### config.mk
export PLATFORM = sky130hd
export DESIGN_NAME = instr_fetch_queue
export DESIGN_NICKNAME = d
export VERILOG_FILES = /design/src/rtl/instr_fetch_queue.sv
export SDC_FILE = /design/constraint.sdc
export NUM_CORES = 1
export LEC_CHECK = 0
export ABC_CLOCK_PERIOD_IN_PS = 3000
export BUFFER_PORTS_ARGS = -buffer_cell sky130_fd_sc_hd__buf_4
export CAP_MARGIN = 20
export CELL_PAD_IN_SITES_DETAIL_PLACEMENT = 2
export CELL_PAD_IN_SITES_GLOBAL_PLACEMENT = 2
export CORE_MARGIN = 4
export CORE_UTILIZATION = 37
export CTS_BUF_LIST = sky130_fd_sc_hd__clkbuf_4
export DETAILED_ROUTE_END_ITERATION = 12
export GPL_TIMING_DRIVEN = 0
export PLACE_DENSITY_LB_ADDON = 0.1
export SYNTH_ARGS = -nofsm -noshare
export SYNTH_HDL_FRONTEND = slang
export SYNTH_SLANG_ARGS = --single-unit
### constraint.sdc
create_clock -name clk -period 3 [get_ports clk]
set_input_delay 0.3 -clock clk [delete_from_list [all_inputs] [get_ports clk]]
set_output_delay 0.3 -clock clk [all_outputs]
set_load 0.005 [all_outputs]
### src/rtl/instr_fetch_queue.sv
// Instruction fetch queue: static next-pc prediction, JALR stall and optional return-address stack.
// Define IFQ_RAS_EN to build the return-address stack (returns predicted without stalling).
module instr_fetch_queue #(
    parameter int          QUEUE_DEPTH = 4,
    parameter int          RAS_DEPTH   = 4,
    parameter logic [31:0] RESET_PC    = 32'h0
) (
    input  logic        clk,
    input  logic        rst_n,
    input  logic        rdy,
    input  logic        instr_in_valid,
    input  logic [31:0] instr_in,
    output logic [31:0] instr_in_addr,
    output logic [31:0] instr_predict_addr,
    input  logic        jump,
    output logic        instr_out_valid,
    input  logic        instr_out_ready,
    output logic [31:0] instr_out,
    output logic [31:0] instr_out_pc,
    output logic        jumped,
    input  logic        flush,
    input  logic        new_pc_enable,
    input  logic [31:0] new_pc
);
    localparam int QW = $clog2(QUEUE_DEPTH);
    localparam logic [QW:0] FULL = (QW+1)'(QUEUE_DEPTH);

    typedef enum logic {FETCH = 1'b0, STALL = 1'b1} state_e;

    state_e      state_q, state_d;
    logic [31:0] pc_q, pc_d;
    logic [QW-1:0] head_q, head_d, tail_q, tail_d;
    logic [QW:0]   count_q, count_d;
    logic [31:0] q_instr_q [QUEUE_DEPTH];
    logic [31:0] q_instr_d [QUEUE_DEPTH];
    logic [31:0] q_pc_q [QUEUE_DEPTH];
    logic [31:0] q_pc_d [QUEUE_DEPTH];
    logic        q_jmp_q [QUEUE_DEPTH];
    logic        q_jmp_d [QUEUE_DEPTH];

    logic        enq, deq;
    logic [31:0] nxt_pc, j_imm, b_imm;
    logic        nxt_stall, ent_jmp;
    logic        is_jal, is_br, is_jalr;

`ifdef IFQ_RAS_EN
    localparam int RW = $clog2(RAS_DEPTH);
    localparam logic [RW:0] RAS_FULL = (RW+1)'(RAS_DEPTH);
    logic [31:0]   ras_q [RAS_DEPTH];
    logic [31:0]   ras_d [RAS_DEPTH];
    logic [RW-1:0] ras_sp_q, ras_sp_d;
    logic [RW:0]   ras_cnt_q, ras_cnt_d;
    logic          ras_push, ras_pop;
    logic [31:0]   ras_top;

    // rd in {x1,x5} is a link register; jalr x0,0(x1) is a return
    assign ras_push = (is_jal || is_jalr) && (instr_in[11:7] == 5'd1 || instr_in[11:7] == 5'd5);
    assign ras_pop  = is_jalr && instr_in[11:7] == 5'd0 && instr_in[19:15] == 5'd1 &&
                      instr_in[31:20] == 12'd0 && ras_cnt_q != '0;
    assign ras_top  = ras_q[ras_sp_q - 1'b1];
`endif

    assign is_jal  = instr_in[6:0] == 7'b1101111;
    assign is_br   = instr_in[6:0] == 7'b1100011;
    assign is_jalr = instr_in[6:0] == 7'b1100111;
    assign j_imm   = {{12{instr_in[31]}}, instr_in[19:12], instr_in[20], instr_in[30:21], 1'b0};
    assign b_imm   = {{20{instr_in[31]}}, instr_in[7], instr_in[30:25], instr_in[11:8], 1'b0};

    always_comb begin
        nxt_pc    = pc_q + 32'd4;
        nxt_stall = 1'b0;
        ent_jmp   = 1'b0;
        if (is_jal) begin
            nxt_pc  = pc_q + j_imm;
            ent_jmp = 1'b1;
        end else if (is_br) begin
            if (jump) begin
                nxt_pc  = pc_q + b_imm;
                ent_jmp = 1'b1;
            end
        end else if (is_jalr) begin
`ifdef IFQ_RAS_EN
            if (ras_pop) begin
                nxt_pc  = ras_top;
                ent_jmp = 1'b1;
            end else begin
                nxt_pc    = pc_q;
                nxt_stall = 1'b1;
            end
`else
            nxt_pc    = pc_q;
            nxt_stall = 1'b1;
`endif
        end
    end

    always_comb begin
        state_d   = state_q;
        pc_d      = pc_q;
        head_d    = head_q;
        tail_d    = tail_q;
        count_d   = count_q;
        q_instr_d = q_instr_q;
        q_pc_d    = q_pc_q;
        q_jmp_d   = q_jmp_q;
`ifdef IFQ_RAS_EN
        ras_d     = ras_q;
        ras_sp_d  = ras_sp_q;
        ras_cnt_d = ras_cnt_q;
`endif
        enq = 1'b0;
        deq = 1'b0;
        if (rdy) begin
            if (flush) begin
                // flush wins over everything; the stack is deliberately kept
                count_d = '0;
                head_d  = '0;
                tail_d  = '0;
                state_d = FETCH;
                if (new_pc_enable) pc_d = new_pc;
            end else begin
                enq = (state_q == FETCH) && instr_in_valid && (count_q != FULL);
                deq = instr_out_valid && instr_out_ready;
                if (enq) begin
                    q_instr_d[tail_q] = instr_in;
                    q_pc_d[tail_q]    = pc_q;
                    q_jmp_d[tail_q]   = ent_jmp;
                    tail_d            = tail_q + 1'b1;
                    pc_d              = nxt_pc;
                    state_d           = nxt_stall ? STALL : FETCH;
`ifdef IFQ_RAS_EN
                    if (ras_pop) begin
                        ras_sp_d  = ras_sp_q - 1'b1;
                        ras_cnt_d = ras_cnt_q - 1'b1;
                    end
                    if (ras_push) begin
                        ras_d[ras_sp_d] = pc_q + 32'd4;
                        ras_sp_d        = ras_sp_d + 1'b1;
                        if (ras_cnt_d != RAS_FULL) ras_cnt_d = ras_cnt_d + 1'b1;
                    end
`endif
                end
                if (deq) head_d = head_q + 1'b1;
                case ({enq, deq})
                    2'b10:   count_d = count_q + 1'b1;
                    2'b01:   count_d = count_q - 1'b1;
                    default: count_d = count_q;
                endcase
                if (state_q == STALL && new_pc_enable) begin
                    pc_d    = new_pc;
                    state_d = FETCH;
                end
            end
        end
    end

    always_ff @(posedge clk) begin
        if (!rst_n) begin
            state_q   <= FETCH;
            pc_q      <= RESET_PC;
            head_q    <= '0;
            tail_q    <= '0;
            count_q   <= '0;
`ifdef IFQ_RAS_EN
            ras_sp_q  <= '0;
            ras_cnt_q <= '0;
`endif
        end else begin
            state_q   <= state_d;
            pc_q      <= pc_d;
            head_q    <= head_d;
            tail_q    <= tail_d;
            count_q   <= count_d;
            q_instr_q <= q_instr_d;
            q_pc_q    <= q_pc_d;
            q_jmp_q   <= q_jmp_d;
`ifdef IFQ_RAS_EN
            ras_q     <= ras_d;
            ras_sp_q  <= ras_sp_d;
            ras_cnt_q <= ras_cnt_d;
`endif
        end
    end

    assign instr_in_addr      = pc_q;
    assign instr_predict_addr = pc_q;
    assign instr_out_valid    = count_q != '0;
    assign instr_out          = instr_out_valid ? q_instr_q[head_q] : 32'd0;
    assign instr_out_pc       = instr_out_valid ? q_pc_q[head_q] : 32'd0;
    assign jumped             = instr_out_valid ? q_jmp_q[head_q] : 1'b0;
endmodule

==> metrics.csv, run 1 <==
stage;metric;value;unit
global_route;total gr overflow;0;
drt;DR vias/cell;5.70;
critical_path;slowest cell delay on critical path;400;ps
global_route;largest net degree at the start of global routing;53;
timing;RSZ-0062 raised after global routing;yes;
timing;Slew HR;42.1;%
die;Initial Util;37.5;%
clock_tree;# H-tree levels;3;
clock_tree;TritonCTS clock tree;built;
critical_path;WP buf/inv;1;
die;Die H;215;µm
clock_tree;Worst-path clk slew;70;ps
timing;Hold Slack;111;ps
global_route;GR Util All Layers;26.4;%
timing;Finish-stage setup viols;0;
pwr;Power Density;504;nW/µm²
critical_path;critical-path maximum fanout;9;
critical_path;CP Cell Sequence;ha_1, buf_6, and2_4, nand3_2, a211o_4, a211oi_4, nor3b_2, o31ai_2, xnor2_1, a21oi_1, o311a_1;
drt;DRC violations left;0;
clock_tree;CTS root buf;clkbuf_4;
pwr;peak supply drop;0.000205;V
critical_path;FF-to-FF path depth;11;
clock_tree;Max Buffers Root-to-Sink;3;
pwr;Pwr Total;10.3;mW
timing;Tcrit/Tclk final;99.4;%
critical_path;family with the most delay on the worst path;compound AO/OA/AOI/OAI gates;
drt;Wirelength per Cell;27.6;µm
critical_path;Startpoint Class;flop;
pwr;Static Leak;7.62;nW
final_layout;multi-input logic area;6760;µm²
die;IO Pins;202;
placement;GP Congestion;0.838;
die;area of the core;42100;µm²
logic_synthesis;Post-synth EDFFs;260;
global_route;initial antenna violation count;4;
die;Die Wd;215;µm
clock_tree;later-pin clock latency in the skew report;810;ps
timing;Worst Tran Pin Value;868;ps
timing;Final Max Tran Viols;0;
drt;met2 wire length;30.5;mm
drt;DRT Wirelength;61.9;mm
die;die area;46100;µm²
logic_synthesis;register area share after synthesis;54.5;%
logic_synthesis;Synth cell types;85;
logic_synthesis;dominant cells by area after synthesis;edfxtp_1 49%, mux4_2 9.3%, dfxtp_1 5.1%;
logic_synthesis;Post-Syn Area;15800;µm²
logic_synthesis;top_reg_cell synth;edfxtp_1;
flow_run;Max Cap Viol;0;
drt;Vias;12793;
worst_hold_path;hold path depth;5;
timing;Fin. Hold Viols;0;
clock_tree;Sink Count;300;
logic_synthesis;Synth Instances;1256;
critical_path;critical path's slowest cell;a211o_4;
drt;Routed met3 length;3.38;mm
drt;wire length on met1;26.5;mm
final_layout;Nets;1752;
drt;1st-pass router iterations;5;
final_layout;ratio of cells with drive above 1 in the final layout;33.9;%
timing;fin crit period;2980;ps
logic_synthesis;synthesized flop and latch total;300;
timing;Final Skew;61.3;ps
logic_synthesis;Yosys top cell area share;49.4;%
logic_synthesis;cell taking the most area after synthesis;edfxtp_1;
critical_path;Levels on crit path;11;
logic_synthesis;async set-reset flop share out of synthesis;0;%
logic_synthesis;Yosys warnings;0;
status;outcome;finished clean;
drt;Final ANT Viol Nets;0;
final_layout;leading cell type in the layout, fill and taps excluded;edfxtp_1;
drt;DR top layer;met4;
final_layout;Area Growth Syn to Fin;29.0;%
drt;drt initial violations;880;
global_route;vias in the first global route;14095;
worst_hold_path;worst hold path type;input port to flop;
die;# rows;75;
logic_synthesis;Syn Nets;1379;
placement;HPWL Detailed;43.0;mm
critical_path;crit path kind;flop to flop;
timing;Max Clk Rate;335;MHz
final_layout;register area;8690;µm²
critical_path;Critical Path AT;3660;ps
final_layout;most frequent cells in the layout;260 x edfxtp_1, 253 x buf_4, 131 x clkbuf_4;
final_layout;Fill cells;4220;
placement;port bufs;200;
logic_synthesis;Avg Cell Area, Syn;12.6;µm²
clock_tree;number of buffers created by CTS;85;
critical_path;CP Capture Type;flop;
global_route;first-pass GRT wire length;91.9;mm
critical_path;Req. time, crit path;3680;ps
-- logic make-up after synthesis --
| group | count (synthesis) | share of synthesized area [%] |
|---|---|---|
| compound gates | 316 | 13.7 |
| mux | 67 | 9.39 |
| buf+inv | 130 | 4.06 |
| simple gates | 338 | 11.2 |
| xor+xnor | 54 | 2.99 |
| flops | 300 | 54.5 |
| fa+ha+maj | 51 | 4.18 |
-- worst register-to-register path, cell delays in order (launching register included) --
cell and delay, ps:
dfxtp_4 370, ha_1 300, buf_6 150, and2_4 180
nand3_2 110, a211o_4 400, a211oi_4 310, nor3b_2 100
o31ai_2 280, xnor2_1 180, a21oi_1 100, o311a_1 380
-- flip-flops by register name, summed over array words and instances, names as in the netlist --
name,cells
q_instr_q,128
q_pc_q,128
instr_in_addr,32
q_jmp_q,4
count_q,3
head_q,2
tail_q,2
state_q,1
-- layout make-up --
class | count | share of cell area [%]
clock inverter | 31 | 0.822
tap | 539 | 3.31
timing repair buffer | 293 | 12.1
buffer | 100 | 2.90
multi-input combinational | 826 | 33.2
inverter | 23 | 0.423
antenna | 4 | 0.0491
clock buffer | 127 | 4.68
sequential | 300 | 42.6
-- layer usage --
metal | vias up | track usage [%]
met1 | 6629 | 34.7
met5 | - | 0
met3 | 94 | 4.69
li1 | 5658 | -
met2 | 412 | 44.7
met4 | 0 | 8.32
-- report_power, final --
part | switching, mW | internal (mW)
combinational | 0.892 | 0.683
sequential | 0.140 | 4.59
clock | 1.93 | 2.04
-- cells in the mapped netlist (all sizes together), types with 7 or more instances --
| master | count |
|---|---|
| a211oi | 11 |
| a21o | 21 |
| a21oi | 90 |
| a221oi | 11 |
| a31oi | 8 |
| and2 | 76 |
| and3 | 18 |
| buf | 57 |
| clkbuf | 50 |
| dfxtp | 40 |
| edfxtp | 260 |
| ha | 48 |
| inv | 22 |
| mux4 | 65 |
| nand2 | 67 |
| nand2b | 7 |
| nand3 | 35 |
| nand4 | 15 |
| nor2 | 66 |
| nor3 | 24 |
| o211ai | 27 |
| o21a | 10 |
| o21ai | 63 |
| o21bai | 8 |
| o221ai | 10 |
| xnor2 | 29 |
| xor2 | 25 |
-- stage by stage --
stage	TNS, ps	area [µm²]	cells	setup slack [ps]	util (%)
6_report	0	20400	2243	19.3	48.4
5_1_grt	-123	20400	2241	-52.1	48.4
4_1_cts	0	20200	2234	4.96	47.9
3_5_place_dp	-9710	18100	2001	-726	43.0
3_3_place_gp	-339300	18000	1995	-1320	42.7
2_1_floorplan	0	15800	1256	142	-
-- final timing paths --
| check | slack [ps] | startpoint | endpoint |
|---|---|---|---|
| setup reg to reg | 20 | instr_in_addr[5] | instr_in_addr[30] |
| setup / recovery | 20 | instr_in_addr[5] | instr_in_addr[30] |
| hold / removal | 110 | new_pc[27] | instr_in_addr[27] |
| hold reg to reg | 540 | count_q[2] | count_q[2] |
-- repair_timing --
action / CTS / global route
hold buffers: 69 / 0
gates cloned: 0 / 0
resized for setup: 79 / 47
pin swaps: 6 / 2
setup endpoints to repair: 88 / 64
endpoints found under the hold margin: 163 / 0
buffers inserted: 8 / 10
(Power assumes the default switching activity.)
==> inputs of run 2 (changes only) <==
- CORE_MARGIN: 4 -> 2
==> metrics.csv, run 2 (synthesized netlist as in run 1, its figures left out) <==
stage;metric;value;unit;change
placement;GP Congestion;0.840;;+0.17%
final_layout;register area;8690;µm²;unchanged
critical_path;Startpoint Class;flop;;
global_route;largest net degree at the start of global routing;54;;+1.9%
global_route;total gr overflow;0;;unchanged
final_layout;most frequent cells in the layout;268 x buf_4, 260 x edfxtp_1, 128 x clkbuf_4;;
die;Die Wd;211;µm;-1.9%
critical_path;critical path's slowest cell;dfxtp_4;;
timing;final worst slack;23.4;ps;+4.11 ps
critical_path;CP Cell Sequence;ha_4, o211ai_1, a21oi_4, o21ai_2, a21boi_2, o41ai_2, nand2_1, and2_1, or4_1, a32o_1;;
final_layout;final core utilization;48.9;%;+0.49 points
timing;TNS Setup;0;ps;unchanged
die;die area;44400;µm²;-3.7%
clock_tree;later-pin clock latency in the skew report;770;ps;-40 ps
timing;Max Clk Rate;336;MHz;+0.14%
global_route;vias in the first global route;13818;;-2.0%
critical_path;slowest cell delay on critical path;480;ps;+80 ps
drt;DRC violations left;0;;unchanged
flow_run;Max Cap Viol;0;;unchanged
pwr;peak supply drop;0.000267;V;+30%
critical_path;CP Capture Type;flop;;
drt;DR top layer;met4;;
die;Initial Util;37.6;%;+0.084 points
die;# rows;75;;unchanged
clock_tree;Max Buffers Root-to-Sink;3;;unchanged
placement;worst slack at placement;-711;ps;+14.4 ps
timing;Slew HR;32.7;%;-9.4 points
timing;Tcrit/Tclk final;99.2;%;-0.14 points
clock_tree;TritonCTS clock tree;built;;
die;area of the core;42000;µm²;-0.22%
drt;Wirelength per Cell;27.4;µm;-0.68%
final_layout;Nets;1769;;+0.97%
placement;port bufs;200;;unchanged
drt;Routed met3 length;3.15;mm;-6.8%
timing;Final Max Tran Viols;0;;unchanged
pwr;Power Density;496;nW/µm²;-1.5%
critical_path;reg2reg end;instr_in_addr[25];;
drt;DRT Wirelength;61.8;mm;-0.29%
drt;Final ANT Viol Nets;0;;unchanged
die;IO Pins;202;;unchanged
critical_path;crit path kind;flop to flop;;
final_layout;ratio of cells with drive above 1 in the final layout;35.2;%;+1.3 points
worst_hold_path;hold path depth;4;;-1
clock_tree;number of buffers created by CTS;85;;unchanged
final_layout;leading cell type in the layout, fill and taps excluded;buf_4;;
worst_hold_path;worst hold path type;input port to flop;;
final_layout;final instance area;20600;µm²;+0.78%
final_layout;Area Growth Syn to Fin;30.0;%;
placement;Post-DP Area;18100;µm²;about the same
critical_path;WP buf/inv;0;;-1
critical_path;family with the most delay on the worst path;compound AO/OA/AOI/OAI gates;;
drt;drt initial violations;959;;+9.0%
critical_path;FF-to-FF path depth;10;;-1
drt;DR vias/cell;5.71;;+0.15%
critical_path;reg2reg start;instr_in_addr[4];;
global_route;first-pass GRT wire length;91.1;mm;-0.91%
worst_hold_path;Worst Hold Launch;new_pc[14];;
critical_path;critical-path maximum fanout;13;;+4
timing;Finish-stage setup viols;0;;unchanged
final_layout;Fill cells;4236;;+0.38%
timing;Worst Tran Pin Value;1010;ps;+141 ps
clock_tree;Sink Count;300;;unchanged
die;Die H;211;µm;-1.9%
timing;Fin. Hold Viols;0;;unchanged
drt;1st-pass router iterations;5;;unchanged
timing;Hold Slack;56.4;ps;-54.9 ps
pwr;Static Leak;7.70;nW;+1.0%
timing;Final Skew;63.8;ps;+2.50 ps
status;outcome;finished clean;;
critical_path;Req. time, crit path;3660;ps;-20 ps
drt;met2 wire length;30.5;mm;+0.18%
timing;fin crit period;2980;ps;-4.11 ps
final_layout;multi-input logic area;6830;µm²;+1.1%
worst_hold_path;Min-Delay Endpoint;instr_in_addr[14];;
global_route;initial antenna violation count;3;;-1
clock_tree;CTS root buf;clkbuf_4;;
drt;Vias;12864;;+0.55%
critical_path;Reg2Reg Setup Slack;20;ps;about the same
critical_path;Critical Path AT;3630;ps;-30 ps
drt;wire length on met1;26.7;mm;+0.76%
clock_tree;# H-tree levels;3;;unchanged
clock_tree;Worst-path clk slew;70;ps;about the same
global_route;GR Util All Layers;27.8;%;+1.4 points
placement;HPWL Detailed;42.7;mm;-0.88%
## run 2: cell types whose count changed in the layout (fill, tap and decap cells not counted), moves of 3 or more
cell | previous run | this run
buf_4 | 253 | 268
ha_1 | 43 | 39
a21oi_2 | 3 | 7
a21oi_1 | 83 | 78
clkbuf_4 | 131 | 128
## run 2: timing repair
item | 4_1_cts | 5_1_grt
setup buffers | 7 | 30
pin swaps | 7 | 20
endpoints found under the setup margin | 88 | 55
resized for setup | 80 | 62
hold buffers | 67 | 0
endpoints found under the hold margin | 161 | 0
## run 2: report_power, final
group | switching, mW | internal, mW | total [mW] | leakage [nW]
logic | 0.918 | 0.713 | 1.63 | 4.40
clock network | 1.87 | 1.97 | 3.84 | 0.634
registers | 0.133 | 4.59 | 4.72 | 2.66
total | 2.92 | 7.27 | 10.2 | 7.70
## run 2: worst max path at each step
stage	end	startpoint	depth (start not counted)	slack [ps]
2_1_floorplan	q_instr_q[0]	rdy	4	140
3_3_place_gp	q_instr_q[51]	rdy	4	-1320
3_5_place_dp	instr_in_addr[31]	instr_in_addr[2]	11	-710
4_1_cts	instr_in_addr[30]	instr_in_addr[25]	9	3
5_1_grt	instr_in_addr[25]	instr_in_addr[4]	10	-60
6_report	instr_in_addr[25]	instr_in_addr[4]	10	20
## run 2: worst reg2reg max path: stages (launching register included)
cell and delay (ps):
dfxtp_4 480, ha_4 260, o211ai_1 320, a21oi_4 90, o21ai_2 190, a21boi_2 100, o41ai_2 410, nand2_1 150
and2_1 170, or4_1 400, a32o_1 270
## run 2: metal layers
layer  GRT usage (%)  vias up
met1            37.2     6725
met2            46.6      385
met4            8.28        0
met5               0        -
li1                -     5666
met3            4.61       88
## run 2: metrics by stage
step           power [mW]  cells
3_3_place_gp         6.18   1995
2_1_floorplan        5.53   1256
6_report             10.2   2252
3_5_place_dp         6.23   2000
4_1_cts              10.2   2222
5_1_grt              10.6   2251
## run 2: cell type report
type,count,share of cell area (%)
buffer,101,2.92
tap,539,3.28
inverter,23,0.420
clock inverter,27,0.706
multi-input combinational,826,33.3
sequential,300,42.3
timing repair buffer,309,12.6
clock buffer,123,4.49
antenna,4,0.0487
